==> config.mk <==
export PLATFORM = sky130hd
export DESIGN_NAME = clint_axi_master_flat
export DESIGN_NICKNAME = d
export VERILOG_FILES = /design/src/rtl/clint_axi_master_if.sv /design/src/rtl/clint_axi_master.sv /design/src/flat_wrapper.sv
export SDC_FILE = /design/constraint.sdc
export NUM_CORES = 1
export LEC_CHECK = 0
export BUFFER_PORTS_ARGS = -buffer_cell sky130_fd_sc_hd__clkbuf_2
export CAP_MARGIN = 20
export CORE_AREA = 3 3 225 227
export CTS_CLUSTER_SIZE = 8
export DETAILED_ROUTE_END_ITERATION = 10
export DIE_AREA = 0 0 228 230
export SLEW_MARGIN = 20
export SYNTH_ARGS = -nofsm -noshare
export SYNTH_HDL_FRONTEND = slang
export SYNTH_SLANG_ARGS = --single-unit
==> constraint.sdc <==
create_clock -name clk_i -period 1.9 [get_ports clk_i]
set_input_delay 0.285 -clock clk_i [delete_from_list [all_inputs] [get_ports clk_i]]
set_output_delay 0.285 -clock clk_i [all_outputs]
set_load 0.01 [all_outputs]
==> src/rtl/clint_axi_master_if.sv <==
// rtl/clint_axi_master_if.sv - AXI4 bus bundle between the CLINT command master and its register slave
interface clint_axi_master_if #(
    parameter int AXI_ID_WIDTH = 5
);
    logic [AXI_ID_WIDTH-1:0] axi_awid;
    logic [63:0]             axi_awaddr;
    logic [7:0]              axi_awlen;
    logic [2:0]              axi_awsize;
    logic [1:0]              axi_awburst;
    logic [2:0]              axi_awprot;
    logic                    axi_awvalid;
    logic                    axi_awready;
    logic                    axi_awlock;
    logic [3:0]              axi_awcache;
    logic [3:0]              axi_awregion;
    logic [3:0]              axi_awuser;
    logic [3:0]              axi_awqos;
    logic [5:0]              axi_awatop;

    logic [63:0]             axi_wdata;
    logic [7:0]              axi_wstrb;
    logic                    axi_wlast;
    logic                    axi_wvalid;
    logic                    axi_wready;
    logic [3:0]              axi_wuser;

    logic [AXI_ID_WIDTH-1:0] axi_bid;
    logic [1:0]              axi_bresp;
    logic                    axi_bvalid;
    logic                    axi_bready;

    logic [AXI_ID_WIDTH-1:0] axi_arid;
    logic [63:0]             axi_araddr;
    logic [7:0]              axi_arlen;
    logic [2:0]              axi_arsize;
    logic [1:0]              axi_arburst;
    logic [2:0]              axi_arprot;
    logic                    axi_arvalid;
    logic                    axi_arready;
    logic                    axi_arlock;
    logic [3:0]              axi_arcache;
    logic [3:0]              axi_arregion;
    logic [3:0]              axi_aruser;
    logic [3:0]              axi_arqos;

    logic [AXI_ID_WIDTH-1:0] axi_rid;
    logic [63:0]             axi_rdata;
    logic [1:0]              axi_rresp;
    logic                    axi_rlast;
    logic                    axi_rvalid;
    logic                    axi_rready;

    modport master (
        output axi_awid, axi_awaddr, axi_awlen, axi_awsize, axi_awburst, axi_awprot, axi_awvalid,
        output axi_awlock, axi_awcache, axi_awregion, axi_awuser, axi_awqos, axi_awatop,
        input  axi_awready,
        output axi_wdata, axi_wstrb, axi_wlast, axi_wvalid, axi_wuser,
        input  axi_wready,
        input  axi_bid, axi_bresp, axi_bvalid,
        output axi_bready,
        output axi_arid, axi_araddr, axi_arlen, axi_arsize, axi_arburst, axi_arprot, axi_arvalid,
        output axi_arlock, axi_arcache, axi_arregion, axi_aruser, axi_arqos,
        input  axi_arready,
        input  axi_rid, axi_rdata, axi_rresp, axi_rlast, axi_rvalid,
        output axi_rready
    );

    modport slave (
        input  axi_awid, axi_awaddr, axi_awlen, axi_awsize, axi_awburst, axi_awprot, axi_awvalid,
        input  axi_awlock, axi_awcache, axi_awregion, axi_awuser, axi_awqos, axi_awatop,
        output axi_awready,
        input  axi_wdata, axi_wstrb, axi_wlast, axi_wvalid, axi_wuser,
        output axi_wready,
        output axi_bid, axi_bresp, axi_bvalid,
        input  axi_bready,
        input  axi_arid, axi_araddr, axi_arlen, axi_arsize, axi_arburst, axi_arprot, axi_arvalid,
        input  axi_arlock, axi_arcache, axi_arregion, axi_aruser, axi_arqos,
        output axi_arready,
        output axi_rid, axi_rdata, axi_rresp, axi_rlast, axi_rvalid,
        input  axi_rready
    );
endinterface

==> src/rtl/clint_axi_master.sv <==
// rtl/clint_axi_master.sv - single-outstanding command/response to single-beat 64-bit AXI4 master
module clint_axi_master #(
    parameter int AXI_ID_WIDTH = 5,
    parameter int AXI_ID       = 0
) (
    input  logic                clk_i,
    input  logic                rst_i,
    input  logic                cmd_valid_i,
    output logic                cmd_ready_o,
    input  logic                cmd_we_i,
    input  logic [63:0]         cmd_addr_i,
    input  logic [63:0]         cmd_wdata_i,
    input  logic [7:0]          cmd_be_i,
    output logic                rsp_valid_o,
    input  logic                rsp_ready_i,
    output logic [63:0]         rsp_rdata_o,
    output logic                rsp_err_o,
    clint_axi_master_if.master  axi
);

    localparam logic [AXI_ID_WIDTH-1:0] ID_C = AXI_ID_WIDTH'(AXI_ID);
    localparam logic [1:0]              RESP_OKAY = 2'b00;

    typedef enum logic [2:0] {
        IDLE,
        WRITE,
        WR_RESP,
        RD_ADDR,
        RD_DATA,
        RESP
    } state_e;

    state_e      state_q, state_d;
    logic [60:0] addr_q, addr_d;
    logic [63:0] wdata_q, wdata_d;
    logic [7:0]  be_q, be_d;
    logic        awvalid_q, awvalid_d;
    logic        wvalid_q, wvalid_d;
    logic        arvalid_q, arvalid_d;
    logic        bready_q, bready_d;
    logic        rready_q, rready_d;
    logic        rsp_valid_q, rsp_valid_d;
    logic [63:0] rdata_q, rdata_d;
    logic        err_q, err_d;
    logic        cmd_ready_q, cmd_ready_d;
    logic        aw_done, w_done;

    // The low address bits select a byte lane only; the bus access is always 8-byte aligned.
    logic        unused_addr_bits;
    assign unused_addr_bits = ^cmd_addr_i[2:0];

    // Next-state and next-output computation; every AXI-facing output comes straight from a flop.
    always_comb begin
        state_d     = state_q;
        addr_d      = addr_q;
        wdata_d     = wdata_q;
        be_d        = be_q;
        awvalid_d   = awvalid_q;
        wvalid_d    = wvalid_q;
        arvalid_d   = arvalid_q;
        rsp_valid_d = rsp_valid_q;
        rdata_d     = rdata_q;
        err_d       = err_q;
        aw_done     = !awvalid_q || axi.axi_awready;
        w_done      = !wvalid_q  || axi.axi_wready;

        case (state_q)
            IDLE: begin
                if (cmd_valid_i && cmd_ready_q) begin
                    addr_d  = cmd_addr_i[63:3];
                    wdata_d = cmd_wdata_i;
                    be_d    = cmd_be_i;
                    if (cmd_we_i) begin
                        state_d   = WRITE;
                        awvalid_d = 1'b1;
                        wvalid_d  = 1'b1;
                    end else begin
                        state_d   = RD_ADDR;
                        arvalid_d = 1'b1;
                    end
                end
            end
            WRITE: begin
                // AW and W complete independently; either order or the same cycle is fine.
                if (aw_done) awvalid_d = 1'b0;
                if (w_done)  wvalid_d  = 1'b0;
                if (aw_done && w_done) state_d = WR_RESP;
            end
            WR_RESP: begin
                if (axi.axi_bvalid && bready_q) begin
                    rdata_d     = 64'd0;
                    err_d       = (axi.axi_bresp != RESP_OKAY) || (axi.axi_bid != ID_C);
                    rsp_valid_d = 1'b1;
                    state_d     = RESP;
                end
            end
            RD_ADDR: begin
                if (axi.axi_arready) begin
                    arvalid_d = 1'b0;
                    state_d   = RD_DATA;
                end
            end
            RD_DATA: begin
                if (axi.axi_rvalid && rready_q) begin
                    rdata_d     = axi.axi_rdata;
                    err_d       = (axi.axi_rresp != RESP_OKAY) || (axi.axi_rid != ID_C) ||
                                  !axi.axi_rlast;
                    rsp_valid_d = 1'b1;
                    state_d     = RESP;
                end
            end
            RESP: begin
                if (rsp_ready_i) begin
                    rsp_valid_d = 1'b0;
                    state_d     = IDLE;
                end
            end
            default: begin
                state_d = IDLE;
            end
        endcase

        bready_d    = (state_d == WR_RESP);
        rready_d    = (state_d == RD_DATA);
        cmd_ready_d = (state_d == IDLE);
    end

    // State and output registers; reset abandons any transaction in flight.
    always_ff @(posedge clk_i) begin
        if (rst_i) begin
            state_q     <= IDLE;
            addr_q      <= '0;
            wdata_q     <= '0;
            be_q        <= '0;
            awvalid_q   <= 1'b0;
            wvalid_q    <= 1'b0;
            arvalid_q   <= 1'b0;
            bready_q    <= 1'b0;
            rready_q    <= 1'b0;
            rsp_valid_q <= 1'b0;
            rdata_q     <= '0;
            err_q       <= 1'b0;
            cmd_ready_q <= 1'b0;
        end else begin
            state_q     <= state_d;
            addr_q      <= addr_d;
            wdata_q     <= wdata_d;
            be_q        <= be_d;
            awvalid_q   <= awvalid_d;
            wvalid_q    <= wvalid_d;
            arvalid_q   <= arvalid_d;
            bready_q    <= bready_d;
            rready_q    <= rready_d;
            rsp_valid_q <= rsp_valid_d;
            rdata_q     <= rdata_d;
            err_q       <= err_d;
            cmd_ready_q <= cmd_ready_d;
        end
    end

    assign cmd_ready_o = cmd_ready_q;
    assign rsp_valid_o = rsp_valid_q;
    assign rsp_rdata_o = rdata_q;
    assign rsp_err_o   = err_q;

    assign axi.axi_awid     = ID_C;
    assign axi.axi_awaddr   = {addr_q, 3'b000};
    assign axi.axi_awlen    = 8'd0;
    assign axi.axi_awsize   = 3'd3;
    assign axi.axi_awburst  = 2'b01;
    assign axi.axi_awprot   = 3'd0;
    assign axi.axi_awvalid  = awvalid_q;
    assign axi.axi_awlock   = 1'b0;
    assign axi.axi_awcache  = 4'd0;
    assign axi.axi_awregion = 4'd0;
    assign axi.axi_awuser   = 4'd0;
    assign axi.axi_awqos    = 4'd0;
    assign axi.axi_awatop   = 6'd0;

    assign axi.axi_wdata    = wdata_q;
    assign axi.axi_wstrb    = be_q;
    assign axi.axi_wlast    = 1'b1;
    assign axi.axi_wvalid   = wvalid_q;
    assign axi.axi_wuser    = 4'd0;

    assign axi.axi_bready   = bready_q;

    assign axi.axi_arid     = ID_C;
    assign axi.axi_araddr   = {addr_q, 3'b000};
    assign axi.axi_arlen    = 8'd0;
    assign axi.axi_arsize   = 3'd3;
    assign axi.axi_arburst  = 2'b01;
    assign axi.axi_arprot   = 3'd0;
    assign axi.axi_arvalid  = arvalid_q;
    assign axi.axi_arlock   = 1'b0;
    assign axi.axi_arcache  = 4'd0;
    assign axi.axi_arregion = 4'd0;
    assign axi.axi_aruser   = 4'd0;
    assign axi.axi_arqos    = 4'd0;

    assign axi.axi_rready   = rready_q;

endmodule
==> src/flat_wrapper.sv <==
// flat-port wrapper written by rule: the top's interface ports become plain ports
module clint_axi_master_flat 
#(
    parameter int AXI_ID_WIDTH = 5,
    parameter int AXI_ID       = 0
)
  (clk_i, rst_i, cmd_valid_i, cmd_ready_o, cmd_we_i, cmd_addr_i, cmd_wdata_i, cmd_be_i, rsp_valid_o, rsp_ready_i, rsp_rdata_o, rsp_err_o, axi_axi_awid, axi_axi_awaddr, axi_axi_awlen, axi_axi_awsize, axi_axi_awburst, axi_axi_awprot, axi_axi_awvalid, axi_axi_awlock, axi_axi_awcache, axi_axi_awregion, axi_axi_awuser, axi_axi_awqos, axi_axi_awatop, axi_axi_awready, axi_axi_wdata, axi_axi_wstrb, axi_axi_wlast, axi_axi_wvalid, axi_axi_wuser, axi_axi_wready, axi_axi_bid, axi_axi_bresp, axi_axi_bvalid, axi_axi_bready, axi_axi_arid, axi_axi_araddr, axi_axi_arlen, axi_axi_arsize, axi_axi_arburst, axi_axi_arprot, axi_axi_arvalid, axi_axi_arlock, axi_axi_arcache, axi_axi_arregion, axi_axi_aruser, axi_axi_arqos, axi_axi_arready, axi_axi_rid, axi_axi_rdata, axi_axi_rresp, axi_axi_rlast, axi_axi_rvalid, axi_axi_rready);
  clint_axi_master_if #(.AXI_ID_WIDTH(AXI_ID_WIDTH)) axi_i ();
  input  logic clk_i;
  input  logic rst_i;
  input  logic cmd_valid_i;
  output logic cmd_ready_o;
  input  logic cmd_we_i;
  input  logic [63:0] cmd_addr_i;
  input  logic [63:0] cmd_wdata_i;
  input  logic [7:0] cmd_be_i;
  output logic rsp_valid_o;
  input  logic rsp_ready_i;
  output logic [63:0] rsp_rdata_o;
  output logic rsp_err_o;
  output wire logic [$bits(axi_i.axi_awid)-1:0] axi_axi_awid;
  output wire logic [$bits(axi_i.axi_awaddr)-1:0] axi_axi_awaddr;
  output wire logic [$bits(axi_i.axi_awlen)-1:0] axi_axi_awlen;
  output wire logic [$bits(axi_i.axi_awsize)-1:0] axi_axi_awsize;
  output wire logic [$bits(axi_i.axi_awburst)-1:0] axi_axi_awburst;
  output wire logic [$bits(axi_i.axi_awprot)-1:0] axi_axi_awprot;
  output wire logic [$bits(axi_i.axi_awvalid)-1:0] axi_axi_awvalid;
  output wire logic [$bits(axi_i.axi_awlock)-1:0] axi_axi_awlock;
  output wire logic [$bits(axi_i.axi_awcache)-1:0] axi_axi_awcache;
  output wire logic [$bits(axi_i.axi_awregion)-1:0] axi_axi_awregion;
  output wire logic [$bits(axi_i.axi_awuser)-1:0] axi_axi_awuser;
  output wire logic [$bits(axi_i.axi_awqos)-1:0] axi_axi_awqos;
  output wire logic [$bits(axi_i.axi_awatop)-1:0] axi_axi_awatop;
  input wire logic [$bits(axi_i.axi_awready)-1:0] axi_axi_awready;
  output wire logic [$bits(axi_i.axi_wdata)-1:0] axi_axi_wdata;
  output wire logic [$bits(axi_i.axi_wstrb)-1:0] axi_axi_wstrb;
  output wire logic [$bits(axi_i.axi_wlast)-1:0] axi_axi_wlast;
  output wire logic [$bits(axi_i.axi_wvalid)-1:0] axi_axi_wvalid;
  output wire logic [$bits(axi_i.axi_wuser)-1:0] axi_axi_wuser;
  input wire logic [$bits(axi_i.axi_wready)-1:0] axi_axi_wready;
  input wire logic [$bits(axi_i.axi_bid)-1:0] axi_axi_bid;
  input wire logic [$bits(axi_i.axi_bresp)-1:0] axi_axi_bresp;
  input wire logic [$bits(axi_i.axi_bvalid)-1:0] axi_axi_bvalid;
  output wire logic [$bits(axi_i.axi_bready)-1:0] axi_axi_bready;
  output wire logic [$bits(axi_i.axi_arid)-1:0] axi_axi_arid;
  output wire logic [$bits(axi_i.axi_araddr)-1:0] axi_axi_araddr;
  output wire logic [$bits(axi_i.axi_arlen)-1:0] axi_axi_arlen;
  output wire logic [$bits(axi_i.axi_arsize)-1:0] axi_axi_arsize;
  output wire logic [$bits(axi_i.axi_arburst)-1:0] axi_axi_arburst;
  output wire logic [$bits(axi_i.axi_arprot)-1:0] axi_axi_arprot;
  output wire logic [$bits(axi_i.axi_arvalid)-1:0] axi_axi_arvalid;
  output wire logic [$bits(axi_i.axi_arlock)-1:0] axi_axi_arlock;
  output wire logic [$bits(axi_i.axi_arcache)-1:0] axi_axi_arcache;
  output wire logic [$bits(axi_i.axi_arregion)-1:0] axi_axi_arregion;
  output wire logic [$bits(axi_i.axi_aruser)-1:0] axi_axi_aruser;
  output wire logic [$bits(axi_i.axi_arqos)-1:0] axi_axi_arqos;
  input wire logic [$bits(axi_i.axi_arready)-1:0] axi_axi_arready;
  input wire logic [$bits(axi_i.axi_rid)-1:0] axi_axi_rid;
  input wire logic [$bits(axi_i.axi_rdata)-1:0] axi_axi_rdata;
  input wire logic [$bits(axi_i.axi_rresp)-1:0] axi_axi_rresp;
  input wire logic [$bits(axi_i.axi_rlast)-1:0] axi_axi_rlast;
  input wire logic [$bits(axi_i.axi_rvalid)-1:0] axi_axi_rvalid;
  output wire logic [$bits(axi_i.axi_rready)-1:0] axi_axi_rready;
  assign axi_axi_awid = axi_i.axi_awid;
  assign axi_axi_awaddr = axi_i.axi_awaddr;
  assign axi_axi_awlen = axi_i.axi_awlen;
  assign axi_axi_awsize = axi_i.axi_awsize;
  assign axi_axi_awburst = axi_i.axi_awburst;
  assign axi_axi_awprot = axi_i.axi_awprot;
  assign axi_axi_awvalid = axi_i.axi_awvalid;
  assign axi_axi_awlock = axi_i.axi_awlock;
  assign axi_axi_awcache = axi_i.axi_awcache;
  assign axi_axi_awregion = axi_i.axi_awregion;
  assign axi_axi_awuser = axi_i.axi_awuser;
  assign axi_axi_awqos = axi_i.axi_awqos;
  assign axi_axi_awatop = axi_i.axi_awatop;
  assign axi_i.axi_awready = axi_axi_awready;
  assign axi_axi_wdata = axi_i.axi_wdata;
  assign axi_axi_wstrb = axi_i.axi_wstrb;
  assign axi_axi_wlast = axi_i.axi_wlast;
  assign axi_axi_wvalid = axi_i.axi_wvalid;
  assign axi_axi_wuser = axi_i.axi_wuser;
  assign axi_i.axi_wready = axi_axi_wready;
  assign axi_i.axi_bid = axi_axi_bid;
  assign axi_i.axi_bresp = axi_axi_bresp;
  assign axi_i.axi_bvalid = axi_axi_bvalid;
  assign axi_axi_bready = axi_i.axi_bready;
  assign axi_axi_arid = axi_i.axi_arid;
  assign axi_axi_araddr = axi_i.axi_araddr;
  assign axi_axi_arlen = axi_i.axi_arlen;
  assign axi_axi_arsize = axi_i.axi_arsize;
  assign axi_axi_arburst = axi_i.axi_arburst;
  assign axi_axi_arprot = axi_i.axi_arprot;
  assign axi_axi_arvalid = axi_i.axi_arvalid;
  assign axi_axi_arlock = axi_i.axi_arlock;
  assign axi_axi_arcache = axi_i.axi_arcache;
  assign axi_axi_arregion = axi_i.axi_arregion;
  assign axi_axi_aruser = axi_i.axi_aruser;
  assign axi_axi_arqos = axi_i.axi_arqos;
  assign axi_i.axi_arready = axi_axi_arready;
  assign axi_i.axi_rid = axi_axi_rid;
  assign axi_i.axi_rdata = axi_axi_rdata;
  assign axi_i.axi_rresp = axi_axi_rresp;
  assign axi_i.axi_rlast = axi_axi_rlast;
  assign axi_i.axi_rvalid = axi_axi_rvalid;
  assign axi_axi_rready = axi_i.axi_rready;
  clint_axi_master #(.AXI_ID_WIDTH(AXI_ID_WIDTH), .AXI_ID(AXI_ID)) u_core (.clk_i(clk_i), .rst_i(rst_i), .cmd_valid_i(cmd_valid_i), .cmd_ready_o(cmd_ready_o), .cmd_we_i(cmd_we_i), .cmd_addr_i(cmd_addr_i), .cmd_wdata_i(cmd_wdata_i), .cmd_be_i(cmd_be_i), .rsp_valid_o(rsp_valid_o), .rsp_ready_i(rsp_ready_i), .rsp_rdata_o(rsp_rdata_o), .rsp_err_o(rsp_err_o), .axi(axi_i));
endmodule
==> results of run 1 <==
==> placed cells by master, fill, tap and decap left out, types with 2 or more instances in the layout <==
master and instances:
nand4b_1 2, clkbuf_1 2, clkbuf_2 486, a21oi_1 138
dlygate4sd3_1 188, conb_1 93, buf_12 8, clkbuf_16 31
diode_2 2, buf_4 3, nor2b_1 2, nor3_1 2
nand3b_1 3, inv_1 4, a22oi_1 64, buf_6 2
nand2_1 273, o22ai_1 2, dfxtp_1 208, nor2_1 70
==> registers in the layout, indices dropped and copies added, names as in the netlist, 3 cells and up <==
name                  cells
u_core.axi.axi_wstrb      8
u_core.addr_q            61
u_core.state_q            3
u_core.axi.axi_wdata     64
u_core.rsp_rdata_o       64
==> synthesized netlist by cell type (all sizes together), types with 2 or more instances <==
library cell	count	area share
a21oi	138	0.082
a22oi	64	0.057
and4	2	0.0021
buf	189	0.16
clkbuf	33	0.015
conb	2	0.00089
dfxtp	208	0.50
inv	4	0.0018
nand2	273	0.12
nand3b	3	0.0027
nand4b	2	0.0021
nor2	71	0.032
nor2b	2	0.0015
nor3	3	0.0024
o22ai	2	0.0015
==> stage by stage <==
step	hold WS, ps	setup slack [ps]
floorplan	421.0	456.0
global placement	441.8	121.9
detailed placement	445.7	53.04
CTS	3.483	35.79
global route	28.65	23.22
finish	20.23	165.8
==> cell type report <==
class                   instances  area (µm²)
inverters                       4       15.01
multi-input cells             670        3088
flip-flops and latches        208        4164
clock buffers                  34       797.0
repair buffers                687        4519
fillers                      5128       35400
clock inverters                 1       30.03
well taps                     664       830.8
diodes                          2       5.005
==> cell families (layout without fill, tap and decap cells) <==
kind of cell    Yosys count  count (layout)  share of synthesized area
other cells               2              95                  0.0008932
buf+inv                 226             726                     0.1793
flops                   208             208                     0.4952
compound gates          214             214                     0.1509
simple gates            363             363                     0.1737
==> timing repair <==
action,in CTS,in global routing
resized for setup,0,1
setup buffers,0,0
hold buffers,188,0
endpoints found under the hold margin,188,0
endpoints found under the setup margin,0,61
==> where the power goes <==
group,total [mW],internal (mW),switching (mW)
Combinational,2.18,0.952,1.23
Clock,4.82,3.01,1.81
Sequential,4.86,4.66,0.200
==> worst min-delay path: stages <==
cell and delay [ps]:
clkbuf_2 80, nand2_1 70, a21oi_1 60
==> final timing paths <==
| check | from | to | slack (ps) | cells past startpoint |
|---|---|---|---|---|
| max | u_core.state_q[0] | u_core.addr_q[34] | 170 | 5 |
| min | cmd_addr_i[32] | u_core.addr_q[29] | 20 | 3 |
| max reg2reg | u_core.state_q[0] | u_core.addr_q[34] | 170 | 5 |
| min reg2reg | u_core.axi.axi_wdata[29] | u_core.axi.axi_wdata[29] | 450 | 2 |
==> routing by layer <==
layer	wire length, µm	vias up	GRT usage
li1	-	4239	-
met1	10980	3978	0.1090
met2	14970	411	0.1921
met3	2588	77	0.03382
met4	1237	2	0.05032
met5	7	-	0
==> impl_results.md, run 1 <==
* H-tree depth at 1
* First-pass GRT wire length at 45.68 mm
* Vias post-DR at between 8000 and 9000
* Leakage at ~6 nW
* Fin cells at roughly 2300
* Clock Sinks at roughly 210
* Delay-heaviest family, CP: simple AND/OR/NAND/NOR gates
* Final Slew Violations at 0
* Required time of the critical path at between 2000 and 2500 ps
* Post-synth EDFFs at 0
* Final setup violation count at 0
* Dpl hpwl at 20.48 mm
* Skew-Pair Late Insertion Delay at approximately 550 ps
* CP max FO at 61
* Netlist cell types at 35
* RSZ-0062 raised after global routing: false
* Final worst path period share at 0.9127
* Slowest CP cell: dfxtp_1
* Worst IR Drop VDD at 0.5195 mV
* Dpl cells at between 2000 and 2500
* Seq/Total Area, Yosys at 0.4952
* Crit path largest cell delay at between 500 and 600 ps
* Avg Inst Size Synth at 8.300 µm²
* Die width at 228 µm
* Worst-margin pin slew at 483.3 ps
* Full die area at approximately 0.052 mm²
* Number of DRC violations after detailed-routing iteration 0 at 322
* Root buffer cell: clkbuf_16
* Final core occ at 0.2753
* Power, Total at between 10 and 15 mW
* Crit path DAT at around 2200 ps
* Worst Path Buf+Inv at 1
* Clock Skew at between 10 and 15 ps
* Layout cells sized above 1 at 0.3354
* First-pass DRT Iterations at 5
* Routed Antenna Nets at 0
* Routability cong. at 0.9018
* Ys flop type: dfxtp_1
* Clock slew at reported path FFs at approximately 50 ps
* Maximum root-to-sink buffer count at 3
* Area grow syn2layout at 59.95%
* Final instance area at between 0.01 and 0.015 mm²
* Final WL at approximately 30 mm
* Synth warn at 0
* CTS tree: built
* Max_slew headroom at 0.6733
* GRT overflow at 0
* Final min period at ~1700 ps
* Maxcap violations at 0
* Boundary Pins at about 580
* # DRC at 0
* CP Class: reg2reg
* DR WL/cell at 13.12 µm
* Final net count at between 1500 and 2000
* Crit path capture type: register
* Hold Fails Final Rpt at 0
* CP Cell Sequence: nand4bb_4, or2_4, buf_6, nand2_1, a21oi_1
* Post-synthesis cell area at 0.008408 mm²
* Seq cells post-synth at around 210
* # port buffers at between 400 and 500
* Max Fclk at 576.6 MHz
* Status: complete, no violations
* Largest net degree at the start of global routing at 74
* Number of vias per cell at 3.836
* Post-Route Setup TNS at 0 ps
* Critical Path Start Type: register
* Die Ht at between 200 and 250 µm
* Total core area at 0.04885 mm²
* PwrDens at just under 900 mW/mm²
* Mapped Cells at 1013
* Hold WC Path Type: in2reg
* Initial antenna violation count at 3
* Total track usage at 0.1053
* Post-DP Area at between 0.01 and 0.015 mm²
* Row count at 81
* Asr flop ratio synth at 0
* Vias in the first global route at roughly 8700
* Initial Utilization at 0.1721
* Num CTS Buffers at 30
No activity file was read; power rests on OpenSTA's default activity.
==> run 2: changes to the inputs <==
- ABC_AREA: unset -> 1
- CORE_AREA: 3 3 225 227 -> 3 3 227 229
- DIE_AREA: 0 0 228 230 -> 0 0 230 232
==> run 2 against run 1 <==
Sequential power rose by 7.0%. Largest power group unchanged. Largest cell class unchanged. Total power increased by 9.4%. First-iteration DRC count increased by 4.7%. Count of clock-buffer cells in the layout grew 1. Clock power is 1% lower. Critical path type unchanged. Flip-flop and latch count stayed put. Cell area up 2.7%.
==> impl_results.md, run 2 <==
* Maximum root-to-sink buffer count at 3 (unchanged)
* CP Class: reg2reg
* # DRC at 0 (unchanged)
* Synth top area cells: dfxtp_1 49%, buf_4 14%, nor2_1 13%
* Worst IR Drop VDD at 0.5816 mV (+12%)
* Critical Path Start Type: register
* Maxcap violations at 0 (unchanged)
* FF-to-FF setup slack at 210 ps (+50 ps)
* Switching Share at 0.3046 (+0.03147)
* Clock Skew at 10.61 ps (-2.098 ps)
* Die Ht at 232 µm (+0.87%)
* Skew-Pair Late Insertion Delay at 560 ps (about the same)
* Most numerous cell in the Yosys netlist: nor2_1
* Post-synthesis adder-cell area fraction at 0 (unchanged)
* First-pass GRT wire length at 47.41 mm (+3.8%)
* Number of DRC violations after detailed-routing iteration 0 at 337 (+4.7%)
* Initial antenna violation count at 1 (-2)
* CTS tree: built
* Vias post-DR at 8950 (+2.8%)
* Synth Area in Compound Gates at 0.1223 (-0.02856)
* Critical Path Source: u_core.state_q[1]
* Largest family of logic cells by synthesized area: simple AND/OR/NAND/NOR gates
* Crit path capture type: register
* Post-synth top area cell: dfxtp_1
* First-pass DRT Iterations at 4 (-1)
* Final core occ at 0.2770 (+0.001631)
* Hold Startpoint: axi_axi_arready
* PwrDens at 939.8 mW/mm² (+6.6%)
* Status: complete, no violations
* Hold worst-path end: u_core.axi.axi_arvalid
* Seq/Total Area, Yosys at 0.4858 (-0.009399)
* Asr flop ratio synth at 0 (unchanged)
* Num CTS Buffers at 30 (unchanged)
* Cell Int Power at 9.025 mW (+4.7%)
* Worst R2R End: u_core.addr_q[5]
* Total core area at 0.04986 mm² (+2.1%)
* Max Fclk at 593.5 MHz (+2.9%)
* RSZ-0062 raised after global routing: false
* Clock Sinks at 208 (unchanged)
* Hold path depth at 4 (+1)
* Seq cells post-synth at 208 (unchanged)
* Crit path DAT at 2130 ps (-60 ps)
* Final WL at 31.73 mm (+6.6%)
* Post-synthesis mux area share at 0 (unchanged)
* Psw at 3.952 mW (+22%)
* Synth warn at 0 (unchanged)
* Clock power share at 0.368 (-0.038)
* Number of fill cells at 5306 (+3.5%)
* Row count at 82 (+1.2%)
* Root buffer cell: clkbuf_16
* R2R Path Start: u_core.state_q[1]
* Max_slew headroom at 0.6444 (-0.02885)
* Worst-margin pin slew at 533.3 ps (+50.08 ps)
* Die width at 230 µm (+0.88%)
* Largest net degree at the start of global routing at 73 (-1.4%)
* Initial Utilization at 0.1719 (-0.0002364)
* Required time of the critical path at 2350 ps (about the same)
* CP max FO at 13 (-79%)
* H-tree depth at 1 (unchanged)
* Final setup violation count at 0 (unchanged)
* Leakage at 6.724 nW (+11%)
* Number of vias per cell at 3.726 (-2.9%)
* Layout cells sized above 1 at 0.3177 (-0.01770)
* Area occupied by multi-input gates at 0.003191 mm² (+3.3%)
* Gate power share at 0.232 (+0.048)
* Mapped Cells at 1115 (+10%)
* Reg area at 0.004164 mm² (unchanged)
* Clock slew at reported path FFs at 50 ps (about the same)
* Post-Route Setup TNS at 0 ps (unchanged)
* Routability cong. at 0.7613 (-16%)
* Final Slew Violations at 0 (unchanged)
* Most frequent cells in the layout: 487 x clkbuf_2, 288 x nor2_1, 208 x dfxtp_1, 198 x dlygate4sd3_1, 160 x nand2_1
* Hold WC Path Type: in2reg
* Most common cell after layout, fill and taps aside: clkbuf_2
* # port buffers at 487 (unchanged)
* Avg Inst Size Synth at 7.687 µm² (-7.4%)
* Routed Antenna Nets at 0 (unchanged)
* Netlist cell types at 23 (-34%)
* Boundary Pins at 584 (unchanged)
* Full die area at 0.05336 mm² (+1.8%)
* Synth top cells by count: 289 x nor2_1, 208 x dfxtp_1, 160 x nand2_1
* Dpl hpwl at 20.81 mm (+1.6%)
* Total track usage at 0.1097 (+0.004443)
* Post-synthesis cell area at 0.008571 mm² (+1.9%)
* Final worst path period share at 0.8868 (-0.02590)
* Worst R2R Path Depth at 5 (unchanged)
* Final min period at 1685 ps (-49.22 ps)
* Area grow syn2layout at 61.12%
* Final net count at 1949 (+6.7%)
* Ys flop type: dfxtp_1
* DR WL/cell at 13.21 µm (+0.72%)
* Hold Fails Final Rpt at 0 (unchanged)
* Simple-Gate Fraction of Synth Area at 0.2073 (+0.03364)
* Post-synth EDFFs at 0 (unchanged)
* Post-Synth XOR/XNOR Area at 0 (unchanged)
* GRT overflow at 0 (unchanged)
* Yosys top cell area share at 0.4858 (-0.009399)
* Sequential power share at 0.401 (-0.009)
* Vias in the first global route at 8817 (+1.1%)
-- run 2: cell count changes in the layout (fill, tap and decap cells not counted), sizes merged, moves of 3 or more --
cell and delta:
a21oi -67, a22oi -64, buf +6, dlygate4sd3 +10
inv +13, nand2 -113, nand3 +7, nand3b -3
nor2 +220, o21ai +134
-- run 2: timing repair --
| item | CTS | global route |
|---|---|---|
| setup buffers | 0 | 0 |
| resized for setup | 0 | 0 |
| hold buffers | 198 | 0 |
| hold endpoints to repair | 198 | 0 |
-- run 2: final cells by class --
class	instances	area share
Timing Repair Buffer	704	0.3421
Sequential cell	208	0.3015
Multi-Input combinational cell	762	0.2310
Tap cell	672	0.06089
Clock buffer	35	0.05790
Inverter	18	0.004983
Clock inverter	1	0.001178
Antenna cell	2	0.0003624
-- run 2: power by group through the flow --
stage,Combinational [mW],Sequential (mW),Clock [mW]
after floorplan,1.54,5.43,0
after global placement,2.67,5.27,0
after detailed placement,2.67,5.26,0
after CTS,3.01,5.19,4.97
after global routing,3.32,5.25,5.14
final,3.01,5.20,4.77
-- run 2: how the worst max path moves through the flow --
stage,endpoint,depth (start not counted)
after CTS,u_core.addr_q[5],5
after floorplan,u_core.rsp_rdata_o[0],9
after global placement,u_core.addr_q[5],5
after global routing,u_core.axi.axi_wdata[39],5
after detailed placement,u_core.addr_q[5],5
final,u_core.addr_q[5],5
-- run 2: worst max-delay path, cell delays in order, from the launching register on --
cell and delay, ps:
dfxtp_1 350, nor2_4 180, nand4_4 420, buf_4 350, nor2_1 180, nor2_1 70
-- run 2: cell families (layout without fill, tap and decap cells) --
| family | count (synthesis) | after routing |
|---|---|---|
| AOI/OAI and AO/OA | 208 | 208 |
| DFF | 208 | 208 |
| other | 2 | 95 |
| buffers and inverters | 236 | 758 |
| and+or+nand+nor | 461 | 461 |
-- run 2: per-stage QoR --
stage | worst slack, ps | power (mW) | hold slack (ps) | instances | cell area [µm²]
4_1_cts | 94.34 | 13.16 | 62.01 | 2400 | 13800
3_3_place_gp | 114.3 | 7.931 | 441.8 | 2166 | 11010
3_5_place_dp | 126.8 | 7.933 | 444.8 | 2166 | 11010
2_1_floorplan | 587.8 | 6.976 | 419.9 | 1206 | 8912
6_report | 215.0 | 12.98 | 79.26 | 2402 | 13810
5_1_grt | 66.27 | 13.71 | 96.88 | 2401 | 13810
-- run 2: layer usage --
| metal | part of all wire | vias up | track usage | routed length [µm] |
|---|---|---|---|---|
| met3 | 0.076 | 59 | 0.02785 | 2409 |
| met5 | 0 | - | 0 | 0 |
| met1 | 0.38 | 4017 | 0.1220 | 12200 |
| li1 | - | 4482 | - | - |
| met4 | 0.038 | 0 | 0.04482 | 1214 |
| met2 | 0.50 | 392 | 0.1991 | 15910 |
==> run 3: changes to the inputs <==
- ABC_CLOCK_PERIOD_IN_PS: unset -> 1900
- CORE_AREA: 3 3 227 229 -> 2 2 226 228
- DIE_AREA: 0 0 230 232 -> 0 0 228 230
- REMOVE_ABC_BUFFERS: unset -> 1
==> run 3 against run 2 <==
Sequential power hardly changed. Count of clock-buffer cells in the layout stayed put. Via count hardly changed. Critical endpoint is now u_core.rsp_rdata_o[21]. Maximum frequency is 4.1% higher. Worst hold slack worse by 37 ps. Flip-flop and latch count stayed put. Total power hardly changed. Sequential share of layout area is 0.13 points higher. Wire length is 6.9% lower. Combinational power hardly changed.
==> impl_results.md, run 3 (synthesis gave the netlist of run 2 again) <==
* CTS tree: built
* Total track usage at 0.1054 (-0.004327)
* Most common cell after layout, fill and taps aside: clkbuf_2
* Routability cong. at 0.7728 (+1.5%)
* Full die area at 0.05244 mm² (-1.7%)
* Gate power share at 0.230 (-0.002)
* Root buffer cell: clkbuf_16
* GRT overflow at 0 (unchanged)
* Skew-Pair Late Insertion Delay at 550 ps (about the same)
* Clock Skew at 9.068 ps (-1.542 ps)
* Psw at 3.855 mW (-2.5%)
* Final setup violation count at 0 (unchanged)
* Hold Fails Final Rpt at 0 (unchanged)
* Leakage at 6.708 nW (-0.23%)
* Routed Antenna Nets at 0 (unchanged)
* Area grow syn2layout at 60.42%
* DR WL/cell at 12.30 µm (-6.9%)
* Fin cells at 2403 (+0.042%)
* Worst-margin pin slew at 527.9 ps (-5.469 ps)
* Boundary Pins at 584 (unchanged)
* Dpl hpwl at 19.88 mm (-4.5%)
* Maximum root-to-sink buffer count at 3 (unchanged)
* Clock power share at 0.371 (+0.003)
* Initial antenna violation count at 0 (-1)
* CP max FO at 65 (+52)
* Cell Int Power at 9.123 mW (+1.1%)
* CP Class: reg2reg
* Post-DP Area at 0.01098 mm² (-0.23%)
* Final instance area at 0.01375 mm² (-0.44%)
* Crit path largest cell delay at 350 ps (-70 ps)
* Most frequent cells in the layout: 487 x clkbuf_2, 288 x nor2_1, 208 x dfxtp_1, 194 x dlygate4sd3_1, 160 x nand2_1
* Slowest CP cell: dfxtp_1
* Status: complete, no violations
* Dpl cells at 2171 (+0.23%)
* # port buffers at 487 (unchanged)
* Layout cells sized above 1 at 0.3193 (+0.001551)
* Top Usage Layer GRT: met2
* Num CTS Buffers at 30 (unchanged)
* M3 GR Usage at 0.02232 (-0.005524)
* Critical Path Source: u_core.state_q[1]
* Final WL at 29.55 mm (-6.9%)
* Critical Path Start Type: register
* Hold WC Path Type: in2reg
* Max Fclk at 617.9 MHz (+4.1%)
* Total core area at 0.04986 mm² (unchanged)
* Max_slew headroom at 0.6481 (+0.003646)
* # DRC at 0 (unchanged)
* Clock slew at reported path FFs at 50 ps (about the same)
* First-pass DRT Iterations at 4 (unchanged)
* Required time of the critical path at 2370 ps (+20 ps)
* Setup Fix Bufs, Post-CTS at 0 (unchanged)
* Number of vias per cell at 3.726 (about the same)
* RSZ-0062 raised after global routing: false
* Hold Startpoint: cmd_wdata_i[53]
* Final min period at 1618 ps (-66.61 ps)
* PwrDens at 943.9 mW/mm² (+0.44%)
* Vias post-DR at 8954 (+0.045%)
* Final worst path period share at 0.8518 (-0.03506)
* Delay-heaviest family, CP: simple AND/OR/NAND/NOR gates
* Final net count at 1950 (+0.051%)
* Post-CTS Resized at 0 (unchanged)
* Worst IR Drop VDD at 0.4828 mV (-17%)
* Largest net degree at the start of global routing at 88 (+21%)
* Clock Sinks at 208 (unchanged)
* CP Cell Sequence: nor2_4, nand2_1, nor2_4, buf_12, nand2_1, a21oi_1
* Crit path capture type: register
* Maxcap violations at 0 (unchanged)
* Grt met2 use at 0.1841 (-0.01503)
* Sequential power share at 0.399 (-0.002)
* First-pass GRT wire length at 45.33 mm (-4.4%)
* R2R Path Start: u_core.state_q[1]
* Die Ht at 230 µm (-0.86%)
* Final Slew Violations at 0 (unchanged)
* Die width at 228 µm (-0.87%)
* Final core occ at 0.2757 (-0.001205)
* Number of DRC violations after detailed-routing iteration 0 at 386 (+15%)
* H-tree depth at 1 (unchanged)
* Crit path DAT at 2090 ps (-40 ps)
* CTS hold repair buffers at 194 (-2.0%)
* Vias in the first global route at 8691 (-1.4%)
* Initial Utilization at 0.1719 (unchanged)
* Worst Path Buf+Inv at 1 (unchanged)
* Switching Share at 0.2970 (-0.007511)
* Grt met1 use at 0.1232 (+0.001242)
* Row count at 82 (unchanged)
==> run 3: cell count changes in the layout (fill, tap and decap cells not counted) <==
cell and delta:
clkinv_8 -1, buf_12 -5, buf_4 +10, clkbuf_8 -3, bufinv_16 +1, clkbuf_1 +2, clkbuf_16 +1, dlygate4sd3_1 -4
==> run 3: final cells by class <==
class / instances / area, µm²
multi-input cells: 762 / 3191
well taps: 672 / 840.8
fillers: 5327 / 36110
diodes: 2 / 5.005
clock buffers: 35 / 790.8
inverters: 18 / 68.82
flip-flops and latches: 208 / 4164
repair buffers: 705 / 4659
clock inverters: 1 / 30.03
==> run 3: path summary, 6_finish.rpt <==
kind                         endpoint  slack [ps]  cells after the start
min reg2reg    u_core.axi.axi_arvalid         460                      2
max            u_core.rsp_rdata_o[21]         280                      6
max reg2reg    u_core.rsp_rdata_o[21]         280                      6
min          u_core.axi.axi_wdata[53]          40                      3
==> run 3: through the flow <==
step                      total power, mW  hold slack (ps)  setup WS, ps  setup TNS, ps
after floorplan                     6.457            354.1         -1144        -178320
after global placement              7.898            441.6         320.7              0
after detailed placement            7.912            451.8         299.3              0
after CTS                           13.17            7.354         298.6              0
after global routing                13.69            24.17         139.5              0
final                               12.98            42.38         281.6              0
==> run 3: power groups by stage <==
stage	combinational, mW	sequential, mW	clock (mW)
2_1_floorplan	0.907	5.55	0
3_3_place_gp	2.66	5.24	0
3_5_place_dp	2.67	5.24	0
4_1_cts	3.00	5.17	5.01
5_1_grt	3.28	5.23	5.18
6_report	2.99	5.17	4.82
==> run 3: worst reg2reg max path: stages (launching register included) <==
cell and delay, ps:
dfxtp_1 350, nor2_4 170, nand2_1 200, nor2_4 160, buf_12 260, nand2_1 210
a21oi_1 190
==> run 3: metal layers <==
layer  routed length (µm)  vias to the layer above
met5                    0                        -
met4                 1108                        0
met3                 1988                       74
met2                14480                      378
met1                11970                     4010
li1                     -                     4492
